$ cat src/rtl/mem_bus_arbiter.sv
// mem_bus_arbiter
//   Shares one external memory port between instruction fetch (imem, read
//   only) and the load/store path (dmem, read/write). Registered FSM: dmem has
//   fixed priority, and fetch is granted once dmem has won MAX_DMEM_STREAK
//   consecutive grants while fetch was waiting.
//
//   Optional feature: define MEM_ARB_TIMEOUT_EN to abort transfers that see no
//   mem_ready for TIMEOUT_CYCLES cycles. This also adds the timeout_err port.
//
// Ports
//   clk, rst                          clock, synchronous active-high reset
//   imem_addr/imem_re                 fetch request (level)
//   imem_data_out/imem_ready          fetched word (registered), done pulse
//   dmem_addr/dmem_data_in            load/store address, store data
//   dmem_re/dmem_wr                   load/store request (level)
//   dmem_data_out/dmem_ready          loaded word (registered), done pulse
//   mem_addr/mem_data_in/mem_re/mem_wr  registered external request
//   mem_data_out/mem_ready            external read data, completion
//   timeout_err                       abort pulse (MEM_ARB_TIMEOUT_EN only)
module mem_bus_arbiter #(
  parameter int ADDR_W          = 32,
  parameter int DATA_W          = 32,
  parameter int MAX_DMEM_STREAK = 4,
  parameter int TIMEOUT_CYCLES  = 64
) (
  input  logic              clk,
  input  logic              rst,
  input  logic [ADDR_W-1:0] imem_addr,
  input  logic              imem_re,
  output logic [DATA_W-1:0] imem_data_out,
  output logic              imem_ready,
  input  logic [ADDR_W-1:0] dmem_addr,
  input  logic [DATA_W-1:0] dmem_data_in,
  input  logic              dmem_re,
  input  logic              dmem_wr,
  output logic [DATA_W-1:0] dmem_data_out,
  output logic              dmem_ready,
  output logic [ADDR_W-1:0] mem_addr,
  output logic [DATA_W-1:0] mem_data_in,
  output logic              mem_re,
  output logic              mem_wr,
  input  logic [DATA_W-1:0] mem_data_out,
`ifdef MEM_ARB_TIMEOUT_EN
  input  logic              mem_ready,
  output logic              timeout_err
`else
  input  logic              mem_ready
`endif
);

  if (MAX_DMEM_STREAK < 1 || TIMEOUT_CYCLES < 1) begin : g_bad_param
    $error("mem_bus_arbiter: MAX_DMEM_STREAK and TIMEOUT_CYCLES must be >= 1");
  end

  localparam int SW = $clog2(MAX_DMEM_STREAK + 1);
  localparam logic [SW-1:0] STREAK_MAX = SW'(MAX_DMEM_STREAK);

  typedef enum logic [1:0] {IDLE, IXFER, DXFER} state_t;

  state_t            state_q, state_d;
  logic [SW-1:0]     streak_q, streak_d;
  logic [ADDR_W-1:0] mem_addr_q, mem_addr_d;
  logic [DATA_W-1:0] mem_data_in_q, mem_data_in_d;
  logic              mem_re_q, mem_re_d, mem_wr_q, mem_wr_d;
  logic [DATA_W-1:0] imem_data_q, imem_data_d, dmem_data_q, dmem_data_d;
  logic              imem_ready_q, imem_ready_d, dmem_ready_q, dmem_ready_d;
  logic              dreq, imem_win, done, abort;

`ifdef MEM_ARB_TIMEOUT_EN
  localparam int CW = $clog2(TIMEOUT_CYCLES + 1);
  localparam logic [CW-1:0] CNT_LAST = CW'(TIMEOUT_CYCLES - 1);
  logic [CW-1:0] cnt_q, cnt_d;
  logic          timeout_q, timeout_d;
`endif

  assign dreq = dmem_re | dmem_wr;
  // Fetch wins only when dmem is idle or has used up its streak allowance.
  assign imem_win = imem_re & (~dreq | (streak_q == STREAK_MAX));
  assign done = (state_q != IDLE) & mem_ready;
`ifdef MEM_ARB_TIMEOUT_EN
  // cnt_q counts XFER cycles already spent; abort on the last allowed one.
  assign abort = (state_q != IDLE) & ~mem_ready & (cnt_q == CNT_LAST);
`else
  assign abort = 1'b0;
`endif

  always_comb begin
    state_d       = state_q;
    streak_d      = streak_q;
    mem_addr_d    = mem_addr_q;
    mem_data_in_d = mem_data_in_q;
    mem_re_d      = mem_re_q;
    mem_wr_d      = mem_wr_q;
    imem_data_d   = imem_data_q;
    dmem_data_d   = dmem_data_q;
    imem_ready_d  = 1'b0;
    dmem_ready_d  = 1'b0;
`ifdef MEM_ARB_TIMEOUT_EN
    cnt_d         = cnt_q;
    timeout_d     = 1'b0;
`endif
    case (state_q)
      IDLE: begin
`ifdef MEM_ARB_TIMEOUT_EN
        cnt_d = '0;
`endif
        if (imem_win) begin
          state_d    = IXFER;
          mem_addr_d = imem_addr;
          mem_re_d   = 1'b1;
          mem_wr_d   = 1'b0;
          streak_d   = '0;
        end else if (dreq) begin
          state_d       = DXFER;
          mem_addr_d    = dmem_addr;
          mem_data_in_d = dmem_data_in;
          // Store wins when both load and store are requested.
          mem_wr_d      = dmem_wr;
          mem_re_d      = ~dmem_wr;
          if (!imem_re)                  streak_d = '0;
          else if (streak_q != STREAK_MAX) streak_d = streak_q + 1'b1;
        end
      end
      default: begin
        if (done || abort) begin
          state_d  = IDLE;
          mem_re_d = 1'b0;
          mem_wr_d = 1'b0;
          if (state_q == IXFER) imem_ready_d = 1'b1;
          else                  dmem_ready_d = 1'b1;
          // Reads capture data only on real completion; stores never touch it.
          if (done && state_q == IXFER)           imem_data_d = mem_data_out;
          if (done && state_q == DXFER && mem_re_q) dmem_data_d = mem_data_out;
        end
`ifdef MEM_ARB_TIMEOUT_EN
        cnt_d     = cnt_q + 1'b1;
        timeout_d = abort;
`endif
      end
    endcase
  end

  always_ff @(posedge clk) begin
    if (rst) begin
      state_q       <= IDLE;
      streak_q      <= '0;
      mem_addr_q    <= '0;
      mem_data_in_q <= '0;
      mem_re_q      <= 1'b0;
      mem_wr_q      <= 1'b0;
      imem_data_q   <= '0;
      dmem_data_q   <= '0;
      imem_ready_q  <= 1'b0;
      dmem_ready_q  <= 1'b0;
`ifdef MEM_ARB_TIMEOUT_EN
      cnt_q         <= '0;
      timeout_q     <= 1'b0;
`endif
    end else begin
      state_q       <= state_d;
      streak_q      <= streak_d;
      mem_addr_q    <= mem_addr_d;
      mem_data_in_q <= mem_data_in_d;
      mem_re_q      <= mem_re_d;
      mem_wr_q      <= mem_wr_d;
      imem_data_q   <= imem_data_d;
      dmem_data_q   <= dmem_data_d;
      imem_ready_q  <= imem_ready_d;
      dmem_ready_q  <= dmem_ready_d;
`ifdef MEM_ARB_TIMEOUT_EN
      cnt_q         <= cnt_d;
      timeout_q     <= timeout_d;
`endif
    end
  end

  assign mem_addr      = mem_addr_q;
  assign mem_data_in   = mem_data_in_q;
  assign mem_re        = mem_re_q;
  assign mem_wr        = mem_wr_q;
  assign imem_data_out = imem_data_q;
  assign dmem_data_out = dmem_data_q;
  assign imem_ready    = imem_ready_q;
  assign dmem_ready    = dmem_ready_q;
`ifdef MEM_ARB_TIMEOUT_EN
  assign timeout_err   = timeout_q;
`endif

endmodule
$ cat config.mk
export PLATFORM = sky130hd
export DESIGN_NAME = mem_bus_arbiter
export DESIGN_NICKNAME = d
export VERILOG_FILES = /design/src/rtl/mem_bus_arbiter.sv
export SDC_FILE = /design/constraint.sdc
export NUM_CORES = 1
export LEC_CHECK = 0
export CAP_MARGIN = 20
export CELL_PAD_IN_SITES_DETAIL_PLACEMENT = 1
export CELL_PAD_IN_SITES_GLOBAL_PLACEMENT = 2
export CORE_MARGIN = 5
export CORE_UTILIZATION = 22
export CTS_CLUSTER_SIZE = 28
export DETAILED_ROUTE_END_ITERATION = 10
export PLACE_DENSITY = 0.78
export SLEW_MARGIN = 20
export SYNTH_ARGS = -nofsm -noshare
export SYNTH_HDL_FRONTEND = slang
export SYNTH_SLANG_ARGS = --single-unit
$ cat constraint.sdc
create_clock -name clk -period 2 [get_ports clk]
set_clock_uncertainty 0.1 [all_clocks]
set_input_delay 0.2 -clock clk [delete_from_list [all_inputs] [get_ports clk]]
set_output_delay 0.2 -clock clk [all_outputs]
set_load 0.01 [all_outputs]
# Word level (Yosys, flattened, before mapping)
# Index checks and enable logic that the tools add are counted.
# word_totals
reg_bits,137
input_bits,134
out_inout_bits,132
# op_classes
addsub,1
n_eq_ne,6
n_mux,19
bitwise,9
n_reduce_logical,14
# ops
cell,count
32-bit two-way mux,2
3-bit two-way mux,4
3-bit AND reduction,4
1-bit two-way mux,9
2-bit two-way mux,4
3-bit != test (second input constant),2
2-bit nonzero test,3
1-bit NOT,5
2-bit AND reduction,2
3-bit by 1-bit adder with 3-bit output (second input constant),1
3-bit equality test (second input constant),1
1-bit logical AND,3
3-bit by 1-bit != test with 1-bit output (second input constant),1
3-bit OR reduction,1
1-bit AND,2
2-bit by 1-bit equality test with 1-bit output (second input constant),1
2-bit equality test (second input constant),1
2-bit logical NOT,1
1-bit bitwise OR,2

# Logic depth before layout (Yosys ltp)
# logic_depth
depth_word,6
depth_mapped,8
ltp_nobuf,5

# Worst setup path after synthesis
# Ideal clock, no wire load.
# synth_timing
kind,flip-flop to flip-flop
startpoint,register streak_q[0]
endpoint,register mem_data_in_q[1] (netlist: mem_data_in[1])
setup_ps,132
arrival_time_ps,1565
required_time_ps,1768
slack_ps,203
path_stages_with_launch,9
path_buffers,3
path_cell_list,dfxtp_1 > inv_1 > ha_1 > and3_1 > buf_6 > buf_2 > buf_2 > o31ai_1 > a21oi_1
# synth_via
elab_chain_cells,5
# synth_rtl
item,line,source
"start, declared",61,"logic [SW-1:0] streak_q, streak_d;"
"start signal, assigned",161,streak_q <= streak_d;
3-bit equality test,78,assign imem_win = imem_re & (~dreq | (streak_q == STREAK_MAX));
1-bit bitwise OR,78,
1-bit AND,78,
1-bit NOT (no source line),--,
3-bit AND reduction (no source line),--,
"end signal, assigned",163,mem_data_in_q <= mem_data_in_d;
"end, declared",63,"logic [DATA_W-1:0] mem_data_in_q, mem_data_in_d;"
# Every way passes these cells.
# A chain may end at the register's enable or synchronous reset.

# Final worst setup path
# layout_timing
startpoint,register streak_q[0]
endpoint,register mem_data_in_q[25] (netlist: mem_data_in[25])
# Same word-level chain as after synthesis.

==> summary.txt <==
Synthesis
  • Synth Warn #: 0
  • Synth area leader: dfxtp_1
  • Yosys cell types: 37
  • Synth top area cells: dfxtp_1 (50%), a21oi_1 (11%), nand2_1 (8.9%), o31ai_1 (4.4%), nand4_1 (3.9%)
  • Synthesized cell area: about 0.0055 mm^2
  • Syn nets: approximately 780
  • EDFF count, synth: 0
  • Post-synth top cells: dfxtp_1 (137), nand2_1 (130), a21oi_1 (119)
  • Most common flop cell mapped by yosys: dfxtp_1
  • Sequential area share after synthesis: 0.498
  • Cells after Synth: 645
  • Count leader, synth: dfxtp_1
  • Syn Area/Cell: 8.55 um^2
  • Ys async rst share: 0
  • Synth top area share: 0.498
  • Synth Register Bits: ~140

Cells and area
  • Share of cells above drive strength 1: 0.0792
  • Final layout net count: 1020
  • Area delta synth->final: 66.2%
  • ANT cells: 0
  • Design area: ~0.0092 mm^2
  • Util after Layout: 0.368

Worst hold path
  • Hold path startpoint: rst
  • Hold Crit Class: primary input to flop

Critical path
  • Arrival time worst endpoint: roughly 2000 ps
  • CP startpoint kind: flop
  • R2R Setup Slk: between 100 and 150 ps
  • R2r startpoint: streak_q[0]
  • Crit path required time: 2170 ps
  • CP endpoint kind: flop
  • Critical Path Source: streak_q[0]
  • Crit path kind: flop to flop
  • CP max FO: between 40 and 50

Power
  • Total Power: 7210 uW
  • Switch Pwr: 2020 uW
  • Gate power share: 0.172
  • Maximum VDD drop: 0.408 mV
  • Clock share of power: 0.418
  • Sw frac: 0.280
  • Cell internal pwr: 5190 uW
  • PwrDens: approximately 800 mW/mm^2
  • Leak: about 0.0032 uW
  • Seq pwr share: 0.409

Routing
  • Vias per cell: 4.77
  • Initial DRC count: between 300 and 400
  • Via count: about 6000
  • DRC errors left: 0
  • Wire per inst: roughly 18 um
  • Total wire length: between 20 and 25 mm
  • Post-route ant nets: 0
  • Pre-antenna DRT Iters: 4

Floorplan
  • Io pins: 266
  • Site Rows: 58
  • Core Footprint: 0.0249 mm^2
  • Horiz. Die Dim: 168 um
  • Initial Util: 0.221
  • Die Ht: roughly 170 um
  • DIE AREA: between 0.02 and 0.03 mm^2

Global routing
  • First-pass GRT wire length: around 35 mm
  • Vias in the first global route: 6090
  • Global Route Usage Sum: 0.154
  • Remaining Overflow, GRT: 0
  • Maximum number of pins on one net before global-route repair: 83
  • Initial antenna violation count: 0

Placement
  • Buffers on Ports: 265
  • Final weighted congestion in routability-driven placement: about 0.73
  • Detailed placement HPWL: 15.1 mm
  • Placement Cell Area: 0.00857 mm^2

Status
  • Outcome: finished clean

Clock tree
  • Clock transition at path regs: 60 ps
  • Clock Path Buffers: 2
  • Root Buffer Master: clkbuf_16
  • Worst skew pair latency: between 400 and 500 ps
  • Post-CTS Hold Fix Bufs: 0
  • Sink Count: 137
  • CTS buffer count: 17
  • H-tree depth: 4
  • CTS tree: built

STA
  • Tmin final: 1860 ps
  • Period utilisation layout: 0.929
  • Max_slew headroom: 0.516
  • Final hold vios: 0
  • Slew @ Worst Pin: ~730 ps
  • Max-slew violations: 0
  • Final setup viols: 0
  • Peak Freq: 0.538 GHz

Job
  • Max Cap Viol: 0
==> final cells by class <==
| cell class | count | area, um^2 |
|---|---|---|
| fillers | 2858 | 15700 |
| repair buffers | 293 | 3000 |
| flip-flops and latches | 137 | 2740 |
| multi-input cells | 432 | 2440 |
| clock buffers | 17 | 425 |
| well taps | 330 | 413 |
| clock inverters | 15 | 134 |
| inverters | 3 | 11.3 |
==> through the flow <==
stage                     setup slack, ps  TNS [ps]  hold slack, ps  instances
after floorplan                       203         0             222        645
after global placement               -123     -1820             342       1194
after detailed placement             -158     -2120             347       1194
after CTS                            94.5         0             214       1227
after global routing                -1.07     -1.07             236       1227
final                                 141         0             211       1227
==> logic make-up after synthesis <==
family | synth area share
AOI/OAI and AO/OA | 0.198
adders and majority gates | 0.00454
buffers and inverters | 0.0631
DFF | 0.498
and+or+nand+nor | 0.237
==> flip-flops by register name (all words and copies together) (netlist names) <==
signal and count:
dmem_data_out 32, imem_data_out 32, mem_addr 32, mem_data_in 32, streak_q 3, state_q 2
dmem_ready 1, imem_ready 1, mem_re 1, mem_wr 1
==> power by group through the flow <==
stage / registers, uW / logic [uW] / clock network, uW
2_1_floorplan: 3070 / 433 / 0
3_3_place_gp: 3010 / 1240 / 0
3_5_place_dp: 3020 / 1240 / 0
4_1_cts: 2950 / 1260 / 3160
5_1_grt: 2970 / 1340 / 3270
6_report: 2950 / 1240 / 3020
==> routing by layer <==
layer	GRT usage	up-vias	routed length [um]
met5	0	-	0
met4	0.0392	0	265
met3	0.0472	12	1500
met2	0.258	159	10800
met1	0.194	2853	9980
li1	-	2831	-
==> worst max-delay path, stage by stage (launching register included) <==
cell and delay [ps]:
dfxtp_1 350, inv_1 70, ha_1 200, and3_2 240, buf_4 290, o31ai_1 330, a21oi_1 100
==> final timing paths <==
check,endpoint,cells after the start
max,mem_data_in[25],6
min,state_q[0],3
max reg2reg,mem_data_in[25],6
min reg2reg,dmem_data_out[3],2
==> cell usage in the layout, fill, tap and decap left out, types with 2 or more instances in the layout <==
cell / instances
clkbuf_16: 17
inv_8: 5
clkinv_4: 2
a21oi_1: 119
o21ai_0: 4
inv_1: 3
nor2_1: 3
o211ai_1: 3
nor2_4: 2
buf_12: 11
nor4_1: 32
or2_2: 2
nor4_2: 2
inv_6: 2
nor3_1: 14
nor4b_1: 20
ha_1: 2
a221o_1: 15
nand3_1: 3
clkinvlp_4: 5
clkdlybuf4s50_1: 264
buf_4: 18
nand4_1: 34
nand2_1: 130
o31ai_1: 32
dfxtp_1: 137
==> timing repair <==
| item | CTS | global route |
|---|---|---|
| setup endpoints to repair | 15 | 2 |
| resized for setup | 0 | 2 |
| setup buffers | 1 | 0 |
| pin swaps | 1 | 0 |
No activity file was read; power rests on OpenSTA's default activity.
